File: src/rtl/systolic_pkg.sv
// rtl/systolic_pkg.sv - shared widths, array size and index helpers for the systolic array slice
package systolic_pkg;

    localparam int BITS_A_DEF     = 8;
    localparam int BITS_B_DEF     = 8;
    localparam int MEM_A_DEPTH    = 256;
    localparam int MEM_B_DEPTH    = 256;
    localparam int BITS_C_DEF     = 24;
    localparam int DIM_DEF        = 8;

    // Row index needs at least one bit even for the smallest array.
    function automatic int row_idx_w(input int dim);
        return (dim <= 2) ? 1 : $clog2(dim);
    endfunction

endpackage

File: src/rtl/delay_line.sv
// rtl/delay_line.sv - fixed-depth register delay for one result lane
module delay_line #(
    parameter int WIDTH = 8,
    parameter int DEPTH = 1
) (
    input  logic             clk,
    input  logic             rst_n,
    input  logic [WIDTH-1:0] din_i,
    output logic [WIDTH-1:0] dout_o
);

    generate
        if (DEPTH == 0) begin : g_wire
            logic unused_clk_rst;
            assign unused_clk_rst = clk ^ rst_n;
            assign dout_o         = din_i;
        end else begin : g_pipe
            logic [WIDTH-1:0] stage_q [DEPTH];

            always_ff @(posedge clk or negedge rst_n) begin
                if (!rst_n) begin
                    for (int i = 0; i < DEPTH; i++) begin
                        stage_q[i] <= '0;
                    end
                end else begin
                    stage_q[0] <= din_i;
                    for (int i = 1; i < DEPTH; i++) begin
                        stage_q[i] <= stage_q[i-1];
                    end
                end
            end

            assign dout_o = stage_q[DEPTH-1];
        end
    endgenerate

endmodule

File: src/rtl/mem_c_deskew.sv
// rtl/mem_c_deskew.sv - realigns skewed systolic result lanes into one registered vector per row
module mem_c_deskew
    import systolic_pkg::*;
#(
    parameter int BITS_C = BITS_C_DEF,
    parameter int DIM    = DIM_DEF
) (
    input  logic                        clk,
    input  logic                        rst_n,
    input  logic                        en,
    input  logic signed [BITS_C-1:0]    Cin  [DIM],
    output logic signed [BITS_C-1:0]    Cout [DIM],
    output logic                        vld,
    output logic [row_idx_w(DIM)-1:0]   row_idx,
    output logic                        done
);

    localparam int             RW       = row_idx_w(DIM);
    localparam logic [RW-1:0]  LAST_ROW = RW'(DIM - 1);

    logic [DIM-1:0]    lane_vld;
    logic [DIM-1:0]    vs_q;
    logic [BITS_C-1:0] lane_gated   [DIM];
    logic [BITS_C-1:0] lane_aligned [DIM];
    logic [BITS_C-1:0] cout_q       [DIM];
    logic [RW-1:0]     cnt_q, cnt_d;
    logic [RW-1:0]     row_q, row_d;
    logic              done_q, done_d;

    // Lane r is valid in the cycle en-for-its-row has travelled r stages; the last stage is vld itself.
    assign lane_vld = {vs_q[DIM-2:0], en};

    always_ff @(posedge clk or negedge rst_n) begin
        if (!rst_n) begin
            vs_q <= '0;
        end else begin
            vs_q <= lane_vld;
        end
    end

    genvar r;
    generate
        for (r = 0; r < DIM; r++) begin : g_lane
            assign lane_gated[r] = lane_vld[r] ? Cin[r] : '0;

            delay_line #(
                .WIDTH (BITS_C),
                .DEPTH (DIM - 1 - r)
            ) u_delay (
                .clk    (clk),
                .rst_n  (rst_n),
                .din_i  (lane_gated[r]),
                .dout_o (lane_aligned[r])
            );

            assign Cout[r] = cout_q[r];
        end
    endgenerate

    // Invalid rows enter as zeros, so the output register is zero whenever vld is low.
    always_ff @(posedge clk or negedge rst_n) begin
        if (!rst_n) begin
            for (int i = 0; i < DIM; i++) begin
                cout_q[i] <= '0;
            end
        end else begin
            for (int i = 0; i < DIM; i++) begin
                cout_q[i] <= lane_aligned[i];
            end
        end
    end

    always_comb begin
        cnt_d  = cnt_q;
        row_d  = row_q;
        done_d = 1'b0;
        if (lane_vld[DIM-1]) begin
            row_d  = cnt_q;
            done_d = (cnt_q == LAST_ROW);
            cnt_d  = (cnt_q == LAST_ROW) ? '0 : cnt_q + 1'b1;
        end
    end

    always_ff @(posedge clk or negedge rst_n) begin
        if (!rst_n) begin
            cnt_q  <= '0;
            row_q  <= '0;
            done_q <= 1'b0;
        end else begin
            cnt_q  <= cnt_d;
            row_q  <= row_d;
            done_q <= done_d;
        end
    end

    assign vld     = vs_q[DIM-1];
    assign row_idx = row_q;
    assign done    = done_q;

endmodule

File: config.mk
export PLATFORM = sky130hd
export DESIGN_NAME = mem_c_deskew
export DESIGN_NICKNAME = d
export VERILOG_FILES = /design/src/rtl/systolic_pkg.sv /design/src/rtl/delay_line.sv /design/src/rtl/mem_c_deskew.sv
export SDC_FILE = /design/constraint.sdc
export NUM_CORES = 1
export LEC_CHECK = 0
export CORE_MARGIN = 4
export CORE_UTILIZATION = 50
export DETAILED_ROUTE_END_ITERATION = 10
export MAX_ROUTING_LAYER = met4
export PLACE_DENSITY = 0.79
export SKIP_LAST_GASP = 1
export SLEW_MARGIN = 5
export SYNTH_ARGS = -nofsm -noshare
export SYNTH_HDL_FRONTEND = slang
export SYNTH_SLANG_ARGS = --single-unit
export TNS_END_PERCENT = 20
File: constraint.sdc
create_clock -name clk -period 3.09 [get_ports clk]
set_clock_uncertainty 0.2 [all_clocks]
set_input_delay 0.309 -clock clk [delete_from_list [all_inputs] [get_ports clk]]
set_output_delay 0.309 -clock clk [all_outputs]
set_load 0.03 [all_outputs]
# Yosys cells after proc, flatten, opt, wreduce, memory -nomap -nowiden
# Index checks and enable logic that the tools add are counted.
# Widths: inputs -> output; s select.
# op_classes
n_addsub,1
n_eq_ne,1
muxes,10
# ops
operator,n
$mux 24,8
$add 3x1->3 const B,1
$eq 3x3->1 const B,1
$mux 3,1
$mux 1,1
# totals
regBits,879
inputBits,195
output_inout_bits,197
word_cells,52

# Longest topological paths before layout
# logic_depth
ltp_word,2
mapped_depth,4
mapped_depth_nobuf,4

# Modules after synthesis
# From an unflattened synthesis, not the netlist that was laid out.
# unflattened
cells_unflattened,1266
hier_area_um2,24677.4
# by_module_without_submodules
module,instances,cells_each,area_each_um2,seq_area_each_um2
mem_c_deskew,1,426,6600.1,5180.0
delay_line at g_lane[0].u_delay,1,192,4384.2,4204.0
delay_line at g_lane[1].u_delay,1,168,3783.6,3603.5
delay_line at g_lane[2].u_delay,1,144,3183.1,3002.9
delay_line at g_lane[3].u_delay,1,120,2582.5,2402.3
delay_line at g_lane[4].u_delay,1,96,1981.9,1801.7
delay_line at g_lane[5].u_delay,1,72,1381.3,1201.2
delay_line at g_lane[6].u_delay,1,24,600.6,600.6
delay_line at g_lane[7].u_delay,1,24,180.2,0.0

# Worst setup path after synthesis
# Ideal clock, no wire load.
# synth_timing
kind,register to register
startpoint,register cnt_q[0]
endpoint,register cnt_q[2]
setup_ns,0.125
arrival_time_ns,1.079
t_required_ns,2.765
setup_slack_ns,1.686
stages_incl_launch_ff,4
n_path_buf,0
period_less_slack_ns,1.404
cell_sequence,dfrtp_1 ha_1 ha_1 mux2_2
# synth_via
elab_chain_cells,2
word_cells_on_any_way,3
classes_between,add/sub: 1; eq/ne: 1; mux: 1
# synth_lines
element,line,text
start: declaration,mem_c_deskew.sv:26,"logic [RW-1:0] cnt_q, cnt_d;"
start signal: assignment,mem_c_deskew.sv:90,cnt_q <= cnt_d;
$add 3x1->3 / $eq 3x3->1 (equally long branches),mem_c_deskew.sv:80,cnt_d = (cnt_q == LAST_ROW) ? '0 : cnt_q + 1'b1;
$mux 3 *,mem_c_deskew.sv:80,
# Mark *: on every way between the ends. The rest lies on a longest branch, timed or not.
# A chain may end at the register's enable or synchronous reset.

# Worst setup path in the final report
# layout_timing
startpoint,"register cout_q, in the netlist Cout[153]"
endpoint,output Cout[153] (netlist bit)
# layout_lines
element,line,text
start: declaration,mem_c_deskew.sv:25,logic [BITS_C-1:0] cout_q [DIM];
start signal: indexed assignment,mem_c_deskew.sv:68,cout_q[i] <= lane_aligned[i];
end: declaration,mem_c_deskew.sv:12,"output logic signed [BITS_C-1:0] Cout [DIM],"
# No word-level cell between the ends.

==> impl_metrics.toml <==
[timing]
layout_min_cycle_time_ns = 2.18
timing.final.crit_share = 0.706
totalNegativeSetupSlack_ns = 0
setup_violations = 0
hold_violations = 0
slew-limit-headroom = 0.397
fmax_ghz = 0.458
timing.final.max_slew_violations = 0
pin_slew_with_the_least_headroom_to_its_limit_ns = 0.904
grt_setup_unrepaired = "false"

[synthesis]
synth_area_leaders = "sky130_fd_sc_hd__dfrtp_1 (94%), sky130_fd_sc_hd__and2_1 (5.0%), sky130_fd_sc_hd__mux2_4 (0.32%), sky130_fd_sc_hd__buf_2 (0.30%), sky130_fd_sc_hd__and2_2 (0.16%)"
synth-async-reset-ratio = 1.00
syn_area_per_cell_um2 = 21.3
number_of_synthesized_flops_with_an_enable_pin = 0
ys_top_cells_by_count = "sky130_fd_sc_hd__dfrtp_1 (879), sky130_fd_sc_hd__and2_1 (188), sky130_fd_sc_hd__buf_2 (14)"
syn_nets = 1295
syn-instance-count = 1098
synth_seq_area_share = 0.939
number_of_synthesis_warnings = 0
synth_area_leader_cell = "sky130_fd_sc_hd__dfrtp_1"
netlist.area_leader.share = 0.939
syn-cell-area_um2 = 23400
synth_cell_types = 10
ys_seq_elements = 879
yosys_most_used_dff = "sky130_fd_sc_hd__dfrtp_1"
synth.most_common_cell = "sky130_fd_sc_hd__dfrtp_1"

[critical_path]
cp_max_fo = 1
critical-path-slowest-cell = "sky130_fd_sc_hd__clkdlybuf4s50_1"
slowest_delay_ns = 0.69
path_cells = "clkdlybuf4s50_1"
cp_data_arrival_time_ns = 1.67
crit_path_end_kind = "primary output"
cp.buffers_inverters = 1
critPathRequiredTime_ns = 2.58
critical_path.startpoint_type = "flop"
timing.critical_path.max_delay_family = "buffers and inverters"
timing_worst_setup_path_type = "flop to primary output"

[outcome]
outcome = "complete, no violations"

[die]
ioPinCount = 392
rows = 79
core_area_um2 = 46500
die_x_um = 224
die-height_um = 224
start_util = 0.504
design.die.area_um2 = 50400

[clocking]
clock_insertion_delay_worst_skew_ns = 0.60
clock_sink_count = 879
ctsRootBufferMaster = "sky130_fd_sc_hd__clkbuf_16"
cts_inserted_buffers = 81
cts_tree = "yes"
cts_max_level = 3
cts.repair_timing.setup_buffer_count = 0
clk_pin_slew_worst_paths_ns = 0.06
clk_path_buf_depth = 3
ctsResizeCount = 0

[global_route]
globalRouteTotalUtil = 0.183
largest_net_degree_at_the_start_of_global_routing = 93
antenna_found_initial = 14
first_pass_grt_wire_length_um = 67200
first_global_vias = 11718
remaining_global_route_overflow = 0

[detailed_routing]
route.final.wire_length_um = 42900
detail-route-antenna-nets = 0
drt-pass1-iter-count = 4
wl_per_instance_um = 19.0
drt-initial-drc-count = 477
route.detailed.vias_per_inst = 4.39
drc = 0
num_vias = 9945

[power]
cellPowerDensity_nw_per_um2 = 761
p_leak_uw = 0.0149
vdd_ir_drop_max_mv = 0.626

[place]
detailedPlacementHpwl_um = 27300
routabilityCongestion = 0.795
buffer_ports.inserted = 391
placedCellCount = 2106

[layout]
finish.net_count = 1780
post_layout_nonfiller_instances = 2265
final_layout_size_suffix_gt1_frac = 0.0979
fillCellCount = 2911
area_growth_pct = 32.9

[flow_run]
drv.max_cap_violation_count = 0

[min_path]
worst_hold_check_path_type = "input port to flop"
layout make-up:
cell class / instances / area, um2 / share of cell area
multi-input combinational: 202 / 1330 / 0.0427
tap: 607 / 759 / 0.0244
antenna: 14 / 35.0 / 0.00113
clock inverter: 23 / 343 / 0.0110
sequential: 879 / 22000 / 0.707
timing repair buffer: 419 / 4280 / 0.138
clock buffer: 121 / 2380 / 0.0765
per-stage QoR:
| stage | setup slack, ns | utilization | total power, uW | hold slack (ns) | cell area [um2] |
|---|---|---|---|---|---|
| floorplan | 1.69 | - | 13000 | -0.187 | 23400 |
| global placement | 1.33 | 0.610 | 13900 | 0.131 | 28400 |
| detailed placement | 1.21 | 0.610 | 14000 | 0.135 | 28400 |
| CTS | 0.842 | 0.669 | 24000 | 0.0312 | 31100 |
| global route | 0.846 | 0.670 | 24700 | 0.0403 | 31100 |
| finish | 0.908 | 0.670 | 23700 | 0.0799 | 31100 |
state kept, by name, indices dropped and copies added, names as in the netlist:
name / cells
Cout: 192
cnt_q: 3
done: 1
g_lane.u_delay.dout_o: 168
g_lane.u_delay.g_pipe.stage_q: 504
row_idx: 3
vs_q: 8
final timing paths:
check	start	end	slack (ns)	depth (start not counted)
setup / recovery	Cout[153]$_DFF_PN0_	Cout[153]	0.91	1
hold / removal	Cin[97]	g_lane[3].u_delay.g_pipe.stage_q[73]$_DFF_PN0_	0.08	2
setup reg to reg	vs_q[6]$_DFF_PN0_	cnt_q[2]$_DFFE_PN0P_	1.43	1
hold reg to reg	g_lane[0].u_delay.g_pipe.stage_q[156]$_DFF_PN0_	g_lane[0].u_delay.g_pipe.stage_q[132]$_DFF_PN0_	0.13	0
max in group asynchronous	rst_n	Cout[42]$_DFF_PN0_	1.63	3
min in group asynchronous	rst_n	g_lane[1].u_delay.g_pipe.stage_q[84]$_DFF_PN0_	0.18	2
where the power goes:
group / internal [uW] / total (uW) / switching, uW
registers: 12100 / 12400 / 244
logic: 642 / 1360 / 716
clock network: 5940 / 9960 / 4020
cells by family after synthesis:
group,Yosys count,synth area share
buf+inv,17,0.00390
mux,6,0.00369
simple gates,194,0.0520
fa+ha+maj,2,0.00107
flops,879,0.939
layer usage:
layer / track usage / wire (um) / up-vias / part of all wire
met5: - / 0 / - / 0
met4: 0.0660 / 1030 / 0 / 0.024
met3: 0.0720 / 3930 / 68 / 0.091
met2: 0.299 / 22400 / 321 / 0.52
met1: 0.207 / 15600 / 5185 / 0.36
li1: - / - / 4371 / -
placed cells by master (no fill, tap or decap), types with 7 or more instances in the layout:
master                            instances
sky130_fd_sc_hd__and2_1                 188
sky130_fd_sc_hd__buf_12                  12
sky130_fd_sc_hd__buf_4                   15
sky130_fd_sc_hd__bufinv_16                7
sky130_fd_sc_hd__clkbuf_1                22
sky130_fd_sc_hd__clkbuf_16               83
sky130_fd_sc_hd__clkbuf_8                16
sky130_fd_sc_hd__clkdlybuf4s50_1        390
sky130_fd_sc_hd__clkinv_2                 9
sky130_fd_sc_hd__dfrtp_1                879
sky130_fd_sc_hd__diode_2                 14
timing repair:
action | in CTS | in global routing
endpoints found under the setup margin | 0 | 0
hold endpoints to repair | 65 | 0
hold buffers | 1 | 0
Note: power is estimated with default switching activity, not from simulation.
